==> src/rtl/gate_sequencer.sv <==
// Gate sequencer: buffers a password attempt, replays it to an external checker,
// reports the verdict and enforces a timed lockout after repeated failures.
//
// state   | meaning
// LOAD    | accept attempt bytes into the buffer
// STREAM  | replay buffered bytes to the checker, one per cycle
// CHECK   | sample the checker match flag
// REPORT  | one-cycle verdict strobe, update failure count
// LOCKOUT | refuse input for LOCK_CYCLES cycles
module gate_sequencer #(
    parameter int MAX_LEN     = 32,
    parameter int MAX_FAILS   = 3,
    parameter int LOCK_CYCLES = 1024
) (
    input  logic                           CLK,
    input  logic                           RESET,
    input  logic [7:0]                     IN_BYTE,
    input  logic                           IN_VALID,
    input  logic                           IN_LAST,
    output logic                           IN_READY,
    output logic [7:0]                     CHK_BYTE,
    output logic                           CHK_RESET_N,
    input  logic                           CHK_GOOD,
    output logic                           RES_VALID,
    output logic                           RES_PASS,
    output logic                           LOCKED,
    output logic [$clog2(MAX_FAILS+1)-1:0] FAIL_COUNT
);
    localparam int PW  = $clog2(MAX_LEN + 1);
    localparam int AW  = (MAX_LEN > 1) ? $clog2(MAX_LEN) : 1;
    localparam int FCW = $clog2(MAX_FAILS + 1);
    localparam int LCW = $clog2(LOCK_CYCLES + 1);

    typedef enum logic [2:0] {
        LOAD,
        STREAM,
        CHECK,
        REPORT,
        LOCKOUT
    } state_t;

    state_t         state;
    state_t         state_nx;
    logic [7:0]     buffer [MAX_LEN];
    logic [PW-1:0]  wr_ptr;
    logic [PW-1:0]  rd_ptr;
    logic           overflow;
    logic           verdict;
    logic [FCW-1:0] fail_count;
    logic [FCW-1:0] fail_inc;
    logic [LCW-1:0] lock_cnt;
    logic           xfer;
    logic           buf_we;
    logic           stream_done;
    logic           lock_done;

    // wr_ptr doubles as the attempt length once LAST has been taken
    assign IN_READY    = (state == LOAD) && !RESET;
    assign xfer        = IN_VALID && IN_READY;
    assign buf_we      = xfer && (wr_ptr < PW'(MAX_LEN));
    assign stream_done = (rd_ptr == wr_ptr - PW'(1));
    assign lock_done   = (lock_cnt == '0);
    assign fail_inc    = (fail_count == FCW'(MAX_FAILS)) ? fail_count : fail_count + FCW'(1);
    assign FAIL_COUNT  = fail_count;

    always_ff @(posedge CLK) begin
        if (RESET) begin
            state <= LOAD;
        end else begin
            state <= state_nx;
        end
    end

    always_comb begin
        state_nx    = state;
        CHK_BYTE    = '0;
        CHK_RESET_N = 1'b0;
        RES_VALID   = 1'b0;
        RES_PASS    = 1'b0;
        LOCKED      = 1'b0;
        case (state)
            LOAD: begin
                if (xfer && IN_LAST) begin
                    state_nx = STREAM;
                end
            end
            STREAM: begin
                CHK_RESET_N = 1'b1;
                CHK_BYTE    = buffer[rd_ptr[AW-1:0]];
                if (stream_done) begin
                    state_nx = CHECK;
                end
            end
            CHECK: begin
                CHK_RESET_N = 1'b1;
                state_nx    = REPORT;
            end
            REPORT: begin
                // a verdict overlapping reset is suppressed rather than half-emitted
                RES_VALID = !RESET;
                RES_PASS  = verdict && !RESET;
                if (!verdict && (fail_inc == FCW'(MAX_FAILS))) begin
                    state_nx = LOCKOUT;
                end else begin
                    state_nx = LOAD;
                end
            end
            LOCKOUT: begin
                LOCKED = 1'b1;
                if (lock_done) begin
                    state_nx = LOAD;
                end
            end
            default: state_nx = LOAD;
        endcase
    end

    always_ff @(posedge CLK) begin
        if (RESET) begin
            wr_ptr     <= '0;
            rd_ptr     <= '0;
            overflow   <= 1'b0;
            verdict    <= 1'b0;
            fail_count <= '0;
            lock_cnt   <= '0;
        end else begin
            case (state)
                LOAD: begin
                    rd_ptr <= '0;
                    if (buf_we) begin
                        wr_ptr <= wr_ptr + PW'(1);
                    end else if (xfer) begin
                        overflow <= 1'b1;
                    end
                end
                STREAM: begin
                    rd_ptr <= rd_ptr + PW'(1);
                end
                CHECK: begin
                    verdict <= CHK_GOOD && !overflow;
                end
                REPORT: begin
                    fail_count <= verdict ? '0 : fail_inc;
                    wr_ptr     <= '0;
                    overflow   <= 1'b0;
                    if (state_nx == LOCKOUT) begin
                        lock_cnt <= LCW'(LOCK_CYCLES - 1);
                    end
                end
                LOCKOUT: begin
                    if (lock_done) begin
                        fail_count <= '0;
                    end else begin
                        lock_cnt <= lock_cnt - LCW'(1);
                    end
                end
                default: ;
            endcase
        end
    end

    // attempt storage is deliberately never cleared; only wr_ptr restarts
    always_ff @(posedge CLK) begin
        if (buf_we) begin
            buffer[wr_ptr[AW-1:0]] <= IN_BYTE;
        end
    end

endmodule

==> config.mk <==
export PLATFORM = sky130hd
export DESIGN_NAME = gate_sequencer
export DESIGN_NICKNAME = d
export VERILOG_FILES = /design/src/rtl/gate_sequencer.sv
export SDC_FILE = /design/constraint.sdc
export NUM_CORES = 1
export LEC_CHECK = 0
export CAP_MARGIN = 0
export CORE_ASPECT_RATIO = 0.75
export CORE_MARGIN = 3
export CORE_UTILIZATION = 50
export CTS_BUF_LIST = sky130_fd_sc_hd__clkbuf_8
export DETAILED_ROUTE_END_ITERATION = 12
export DONT_BUFFER_PORTS = 1
export PLACE_DENSITY = 0.68
export REMOVE_ABC_BUFFERS = 1
export SYNTH_ARGS = -nofsm -noshare
export SYNTH_HDL_FRONTEND = slang
export SYNTH_SLANG_ARGS = --single-unit
==> constraint.sdc <==
create_clock -name CLK -period 2.2 [get_ports CLK]
set_clock_uncertainty 0.15 [all_clocks]
set_input_delay 0.33 -clock CLK [delete_from_list [all_inputs] [get_ports CLK]]
set_output_delay 0.33 -clock CLK [all_outputs]
set_load 0.005 [all_outputs]
==> summary.txt, run 1 <==
Status
  – Status: complete, but fails checks
  – Failing checks: negative setup slack

Logic synthesis
  – Cells after synthesis: roughly 630
  – Yosys cell types: 56
  – Post-synth top cells: edfxtp_1, mux4_2, nor2_1
  – EDFF count, synth: roughly 260
  – Mean post-synth cell area: between 15 and 20 µm²
  – Synth area leader: edfxtp_1
  – Most numerous cell in the Yosys netlist: edfxtp_1
  – Post-synth top area share: 65.4%
  – Syn Std Cell Area: about 0.012 mm²
  – Post-synth ARST share: 0%
  – Post-synthesis sequential area ratio: 71.4%
  – Yosys warns: 0
  – Ys flop type: edfxtp_1
  – Synth area leaders: edfxtp_1, mux4_2, dfxtp_1
  – Yosys reg bits: approximately 290

GRT
  – Grt ovf: 0
  – Vias in the first global route: ~6400
  – Largest net degree at the start of global routing: 33
  – Initial antenna violation count: 0
  – First-pass GRT wire length: a little under 40000 µm
  – All-Layer GR Usage: around a fifth

Timing
  – Fin. Hold Viols: 0
  – Slew @ Worst Pin: 1.15 ns
  – RSZ-0062 raised after global routing: true
  – Max-slew violations: 0
  – Period utilization: 131%
  – Setup WS post-layout: -0.674 ns
  – Final Critical Period: between 2 and 3 ns
  – Max Freq: 0.348 GHz
  – Worst slew margin: 23.1%
  – Endpoints failing setup: 8

Worst setup path
  – Worst path bufs/invs: 3
  – Worst path most repeated cell: mux4_2
  – CP Capture Type: output port
  – Reg2reg start: state[2]
  – CP required: between 1.5 and 2 ns
  – Critical Path Max Stage Delay: 0.49 ns
  – Kind of critical path: reg2out
  – CP arrival: around 2.4 ns
  – Cell family with most CP delay: multiplexers
  – Crit Path Max Fanout: 5
  – Crit-path cells: buf_6 > mux4_2 > mux4_2 > inv_2 > a221oi_2 > buf_4
  – Crit path launch type: register
  – Slowest-stage cell, CP: mux4_2

Route
  – Routed WL per cell: ~24 µm
  – Via density: approximately 6
  – Via count: roughly 6300
  – WL final: 26000 µm
  – DRC viols: 0
  – Initial drt markers: about 660
  – Number of iterations in the first detailed-routing pass: 5
  – Routed Antenna Nets: 0

Floorplan
  – Core Box Area: approximately 0.023 mm²
  – # rows: 47
  – Num ports: 28
  – Die area: roughly 0.025 mm²
  – Initial Utilization: between 50% and 60%
  – Die Width: between 150 and 200 µm
  – Die Y-Extent: approximately 140 µm

Finish
  – Diodes inserted: 0
  – Nets: ~770
  – Share of layout cells above drive strength 1: between 30% and 40%
  – Final instance area: around 0.014 mm²
  – Area occupied by multi-input gates: approximately 0.0031 mm²
  – Filler cells: 1636
  – Area Overhead vs Synth: 16.5%
  – Register Area: about 0.0084 mm²
  – Post-Layout Cell Count: approximately 1100

Placement
  – Placed Area: ~0.013 mm²
  – PortBufs: 0
  – Dpl cells: just under 1000
  – Detailed placement HPWL: around 17000 µm
  – Gpl congestion: roughly 0.83

Clocking
  – Num CTS Buffers: 44
  – Clock Path Buffers: 3
  – # clock sinks: ~290
  – CTS tree: yes
  – H-tree levels: 2
  – Worst-path clk slew: about 0.06 ns
  – Worst-Skew Late Latency: around 0.55 ns
  – Clk root buf: clkbuf_8

Pwr
  – Logic pwr share: roughly 3.4%
  – Seq pwr share: about three fifths
  – Psw: about 0.0022 W
  – Pleak: 4.50 nW
  – Pwr Density: ~750 mW/mm²
  – Clk pwr share: between 30 and 40%
  – Switching share of power: about 22%
  – Internal power: between 0.008 and 0.009 W
  – VDD IR-drop max: 0.000422 V

Hold path
  – Hold Startpoint: IN_VALID
  – Min-delay worst type: in2reg

Job
  – Max Cap Viol: 0
==> logic make-up after synthesis <==
logic type	after synthesis	synth area share (%)
xor+xnor	18	1.34
buf+inv	48	2.34
fa+ha+maj	6	0.639
mux	81	15.0
simple gates	136	5.81
flops	291	71.4
compound gates	54	3.50
==> cells in the final DEF (no fill, tap or decap), drive strengths merged, types with 3 or more instances in the layout <==
cell / Yosys / final
dlygate4sd3: 0 / 10
a21oi: 14 / 14
inv: 15 / 27
mux2i: 9 / 9
nand3b: 7 / 7
nor3: 9 / 9
nand4: 5 / 5
xor2: 11 / 11
edfxtp: 256 / 256
xnor2: 7 / 7
buf: 20 / 90
ha: 6 / 6
clkinv: 0 / 21
mux4: 72 / 72
o221ai: 8 / 8
nor4: 3 / 3
a31oi: 7 / 7
a221oi: 9 / 9
nand2: 22 / 22
or3: 4 / 4
nand3: 9 / 9
nor3b: 4 / 4
nor2: 58 / 58
dfxtp: 35 / 35
nor2b: 4 / 4
clkbuf: 12 / 45
==> layout make-up <==
cell class / instances / share of cell area (%)
clock buffer: 44 / 4.42
tap: 294 / 2.69
sequential: 291 / 61.3
clock inverter: 34 / 1.07
inverter: 15 / 0.411
multi-input combinational: 295 / 22.8
timing repair buffer: 101 / 7.27
==> worst paths after layout <==
path / slack [ns] / depth (start not counted) / to
max reg2reg: 0.18 / 6 / buffer[17][3]
min reg2reg: 0.35 / 2 / overflow
min: 0.07 / 4 / state[0]
max: -0.67 / 6 / CHK_BYTE[1]
==> timing repair <==
action,CTS,global route
pin swaps,4,1
setup endpoints to repair,8,273
endpoints found under the hold margin,285,0
setup buffers,1,0
hold buffers,14,0
cloned,2,0
gates resized for setup,20,12
==> metrics by stage <==
stage / power [W] / util (%) / hold slack, ns / setup WS, ns / TNS (ns)
after CTS: 0.0103 / 60.5 / 0.0435 / -0.709 / -84.17
after global routing: 0.0106 / 60.6 / 0.0780 / -0.754 / -5.78
final: 0.0102 / 60.6 / 0.0663 / -0.674 / -5.19
after floorplan: 0.00628 / - / 0.249 / -1.55 / -12.41
after global placement: 0.00636 / 56.0 / 0.255 / -0.115 / -0.773
after detailed placement: 0.00637 / 56.0 / 0.259 / -0.169 / -1.03
==> power by group through the flow <==
stage               logic, W  registers [W]  clock network, W
global placement    0.000217        0.00614                 0
floorplan           0.000124        0.00616                 0
CTS                 0.000343        0.00603           0.00396
finish              0.000343        0.00603           0.00387
global route        0.000374        0.00603           0.00423
detailed placement  0.000223        0.00615                 0
==> worst register-to-register path, delay by kind of cell, from the launching register on <==
kind	cells	cell delay (ns)
and+or+nand+nor	4	0.88
buffers and inverters	2	0.36
DFF	1	0.31
==> state kept, by name, summed over array words and instances (netlist names), named ones only <==
name        flops
buffer        256
lock_cnt       11
rd_ptr          6
wr_ptr          6
state           3
FAIL_COUNT      2
overflow        1
verdict         1
==> per-layer routing <==
| metal | routed length, µm | track usage, % | vias up | share of wire [%] |
|---|---|---|---|---|
| li1 | - | - | 2790 | - |
| met1 | 11500 | 31.9 | 3184 | 44 |
| met2 | 11100 | 29.3 | 315 | 42 |
| met3 | 2870 | 6.35 | 51 | 11 |
| met4 | 634 | 6.53 | 0 | 2.4 |
| met5 | 0 | 0 | - | 0 |
Note: power is estimated with default switching activity, not from simulation.
==> run 2: changes to the inputs <==
Settings changed: CORE_MARGIN 3 to 10, PLACE_DENSITY 0.68 to default.
Clock period 2.2 ns to 2.7 ns, I/O delays scaled along.
==> run 2 against run 1 <==
First-iteration DRC count decreased by 20%; clock-buffer cell count up 7; clock power decreased by 13%; critical path type unchanged; sequential share of layout area increased by 0.22 points; utilization shrank 1.5 points; cell count decreased by 0.47%; largest power group unchanged; worst hold slack worse by 0.035 ns; highest routed layer unchanged; the flow still finishes with violations (negative setup slack); cell area fell by 0.36%; total power decreased by 17%.
==> summary.txt, run 2 (synthesized netlist as in run 1, its figures left out) <==
Hold path
  – Hold Startpoint: CHK_GOOD
  – WHS Path Cells: 3
  – WHS Endpoint: verdict
  – Min-delay worst type: in2reg

Route
  – WL final: 26000 µm
  – Routed Antenna Nets: 0
  – Routed WL per cell: around 24 µm
  – DRC viols: 0
  – Met3 Wirelength: roughly 1800 µm
  – WL met1: ~12000 µm
  – Via count: roughly 6300
  – DR top layer: met4
  – WL met2: between 10000 and 15000 µm
  – Number of iterations in the first detailed-routing pass: 6
  – Initial drt markers: between 500 and 600
  – Via density: between 5 and 6

GRT
  – First-pass GRT wire length: around 40000 µm
  – Largest net degree at the start of global routing: 33
  – Vias in the first global route: between 6000 and 7000
  – Grt ovf: 0
  – All-Layer GR Usage: approximately 17%
  – Initial antenna violation count: 0

Worst setup path
  – Reg2Reg Depth: 5
  – Slowest-stage cell, CP: mux4_2
  – Worst path bufs/invs: 3
  – Crit Path Max Fanout: 7
  – Worst r2r dst: buffer[15][6]
  – CP arrival: between 2 and 2.5 ns
  – Kind of critical path: reg2out
  – FF-to-FF setup slack: ~0.34 ns
  – Worst path most repeated cell: mux4_2
  – Crit path launch type: register
  – Reg2reg start: state[1]
  – CP required: approximately 2.1 ns
  – Crit-path cells: buf_12 > buf_4 > mux4_2 > mux4_2 > inv_2 > a221oi_2
  – CP Capture Type: output port
  – Critical Path Max Stage Delay: roughly 0.52 ns
  – Cell family with most CP delay: multiplexers

Finish
  – Largest register FFs: between 200 and 300
  – Commonest non-fill, non-tap cell in the layout: edfxtp_1
  – Area Overhead vs Synth: 16.1%
  – Post-Layout Cell Count: around 1100
  – Share of layout cells above drive strength 1: a little under a third
  – Nets: roughly 750
  – Diodes inserted: 0
  – Leading cell types in the layout, fill and taps excluded: edfxtp_1, mux4_2, nor2_1
  – Final instance area: 0.0136 mm²

Placement
  – Detailed placement HPWL: between 15000 and 20000 µm
  – Dpl cells: 952
  – PortBufs: 0
  – Gpl congestion: slightly below 0.8
  – Placed Area: approximately 0.012 mm²

Timing
  – Endpoints failing setup: 8
  – Setup WS post-layout: -0.305 ns
  – Max Freq: around 0.33 GHz
  – Final Critical Period: 3.01 ns
  – RSZ-0062 raised after global routing: true
  – Period utilization: 111%
  – Max-slew violations: 0
  – Worst slew margin: about a fifth
  – Setup TNS: -2.25 ns
  – Slew @ Worst Pin: between 1 and 1.5 ns
  – Fin. Hold Viols: 0
  – Worst hold slack: about 0.031 ns

Floorplan
  – Num ports: 28
  – Die Width: 197 µm
  – Die area: between 0.03 and 0.04 mm²
  – Core Box Area: 0.0231 mm²
  – # rows: 48
  – Initial Utilization: between 50% and 60%
  – Die Y-Extent: about 150 µm

Clocking
  – Clk root buf: clkbuf_8
  – CTS tree: yes
  – H-tree levels: 2
  – Worst-path clk slew: around 0.060 ns
  – # clock sinks: a little under 300
  – Num CTS Buffers: 45
  – Worst-Skew Late Latency: between 0.5 and 0.6 ns
  – Clock Path Buffers: 3

Status
  – Failing checks: negative setup slack
  – Status: complete, but fails checks

Pwr
  – Pwr Density: approximately 630 mW/mm²
  – Final Power: ~0.0086 W
  – Pleak: between 4 and 5 nW
  – VDD IR-drop max: approximately 0.00045 V

Job
  – Max Cap Viol: 0
-- run 2: cell count changes in the layout (fill, tap and decap cells not counted), moves of 6 or more --
cell and delta:
mux4_1 -8, clkinv_1 -6, mux4_2 +8, inv_1 +6, clkbuf_8 +7, buf_4 -17
-- run 2: where the power goes --
group / switching [W] / total (W) / internal, W
Combinational: 0.000161 / 0.000277 / 0.000116
Clock: 0.00163 / 0.00336 / 0.00173
Sequential: 0.0000113 / 0.00491 / 0.00490
Total: 0.00180 / 0.00856 / 0.00675
-- run 2: area by class of cell --
type                            count  area (µm²)
Inverter                           15        56.3
Clock inverter                     33         139
Multi-Input combinational cell    295        3110
Tap cell                          300         375
Sequential cell                   291        8400
Clock buffer                       51         702
Fill cell                        1731        9420
Timing Repair Buffer               84         867
-- run 2: what timing repair did --
item	CTS	global route
setup buffers	7	10
pin swaps	4	0
hold endpoints to repair	285	0
hold buffers	14	0
resized for setup	32	9
endpoints found under the setup margin	8	265
gates cloned	2	0
-- run 2: metrics by stage --
step	util (%)	worst slack, ns
floorplan	-	-1.13
global placement	53.6	0.162
detailed placement	53.6	0.130
CTS	58.7	-0.358
global route	59.1	-0.383
finish	59.1	-0.305
-- run 2: layer usage --
| layer | global-route usage, % | vias up |
|---|---|---|
| met3 | 3.29 | 30 |
| met2 | 25.9 | 212 |
| met4 | 4.42 | 0 |
| met1 | 26.0 | 3259 |
| li1 | - | 2767 |
| met5 | 0 | - |
-- run 2: worst max-delay path by stage --
stage                        endpoint  depth (start not counted)  startpoint  slack (ns)
after floorplan           CHK_BYTE[5]                          4    register       -1.13
after global placement    CHK_BYTE[1]                          6    register        0.16
after detailed placement  CHK_BYTE[1]                          6    register        0.13
after CTS                 CHK_BYTE[5]                          6    register       -0.36
after global routing      CHK_BYTE[7]                          6    register       -0.38
final                     CHK_BYTE[7]                          6    register       -0.31
-- run 2: worst register-to-register path: stages (launching register included) --
cell     delay [ns]
dfxtp_1        0.39
nor2_1         0.25
and4_1         0.46
nand2_1        0.37
nor2_1         0.21
buf_4          0.23
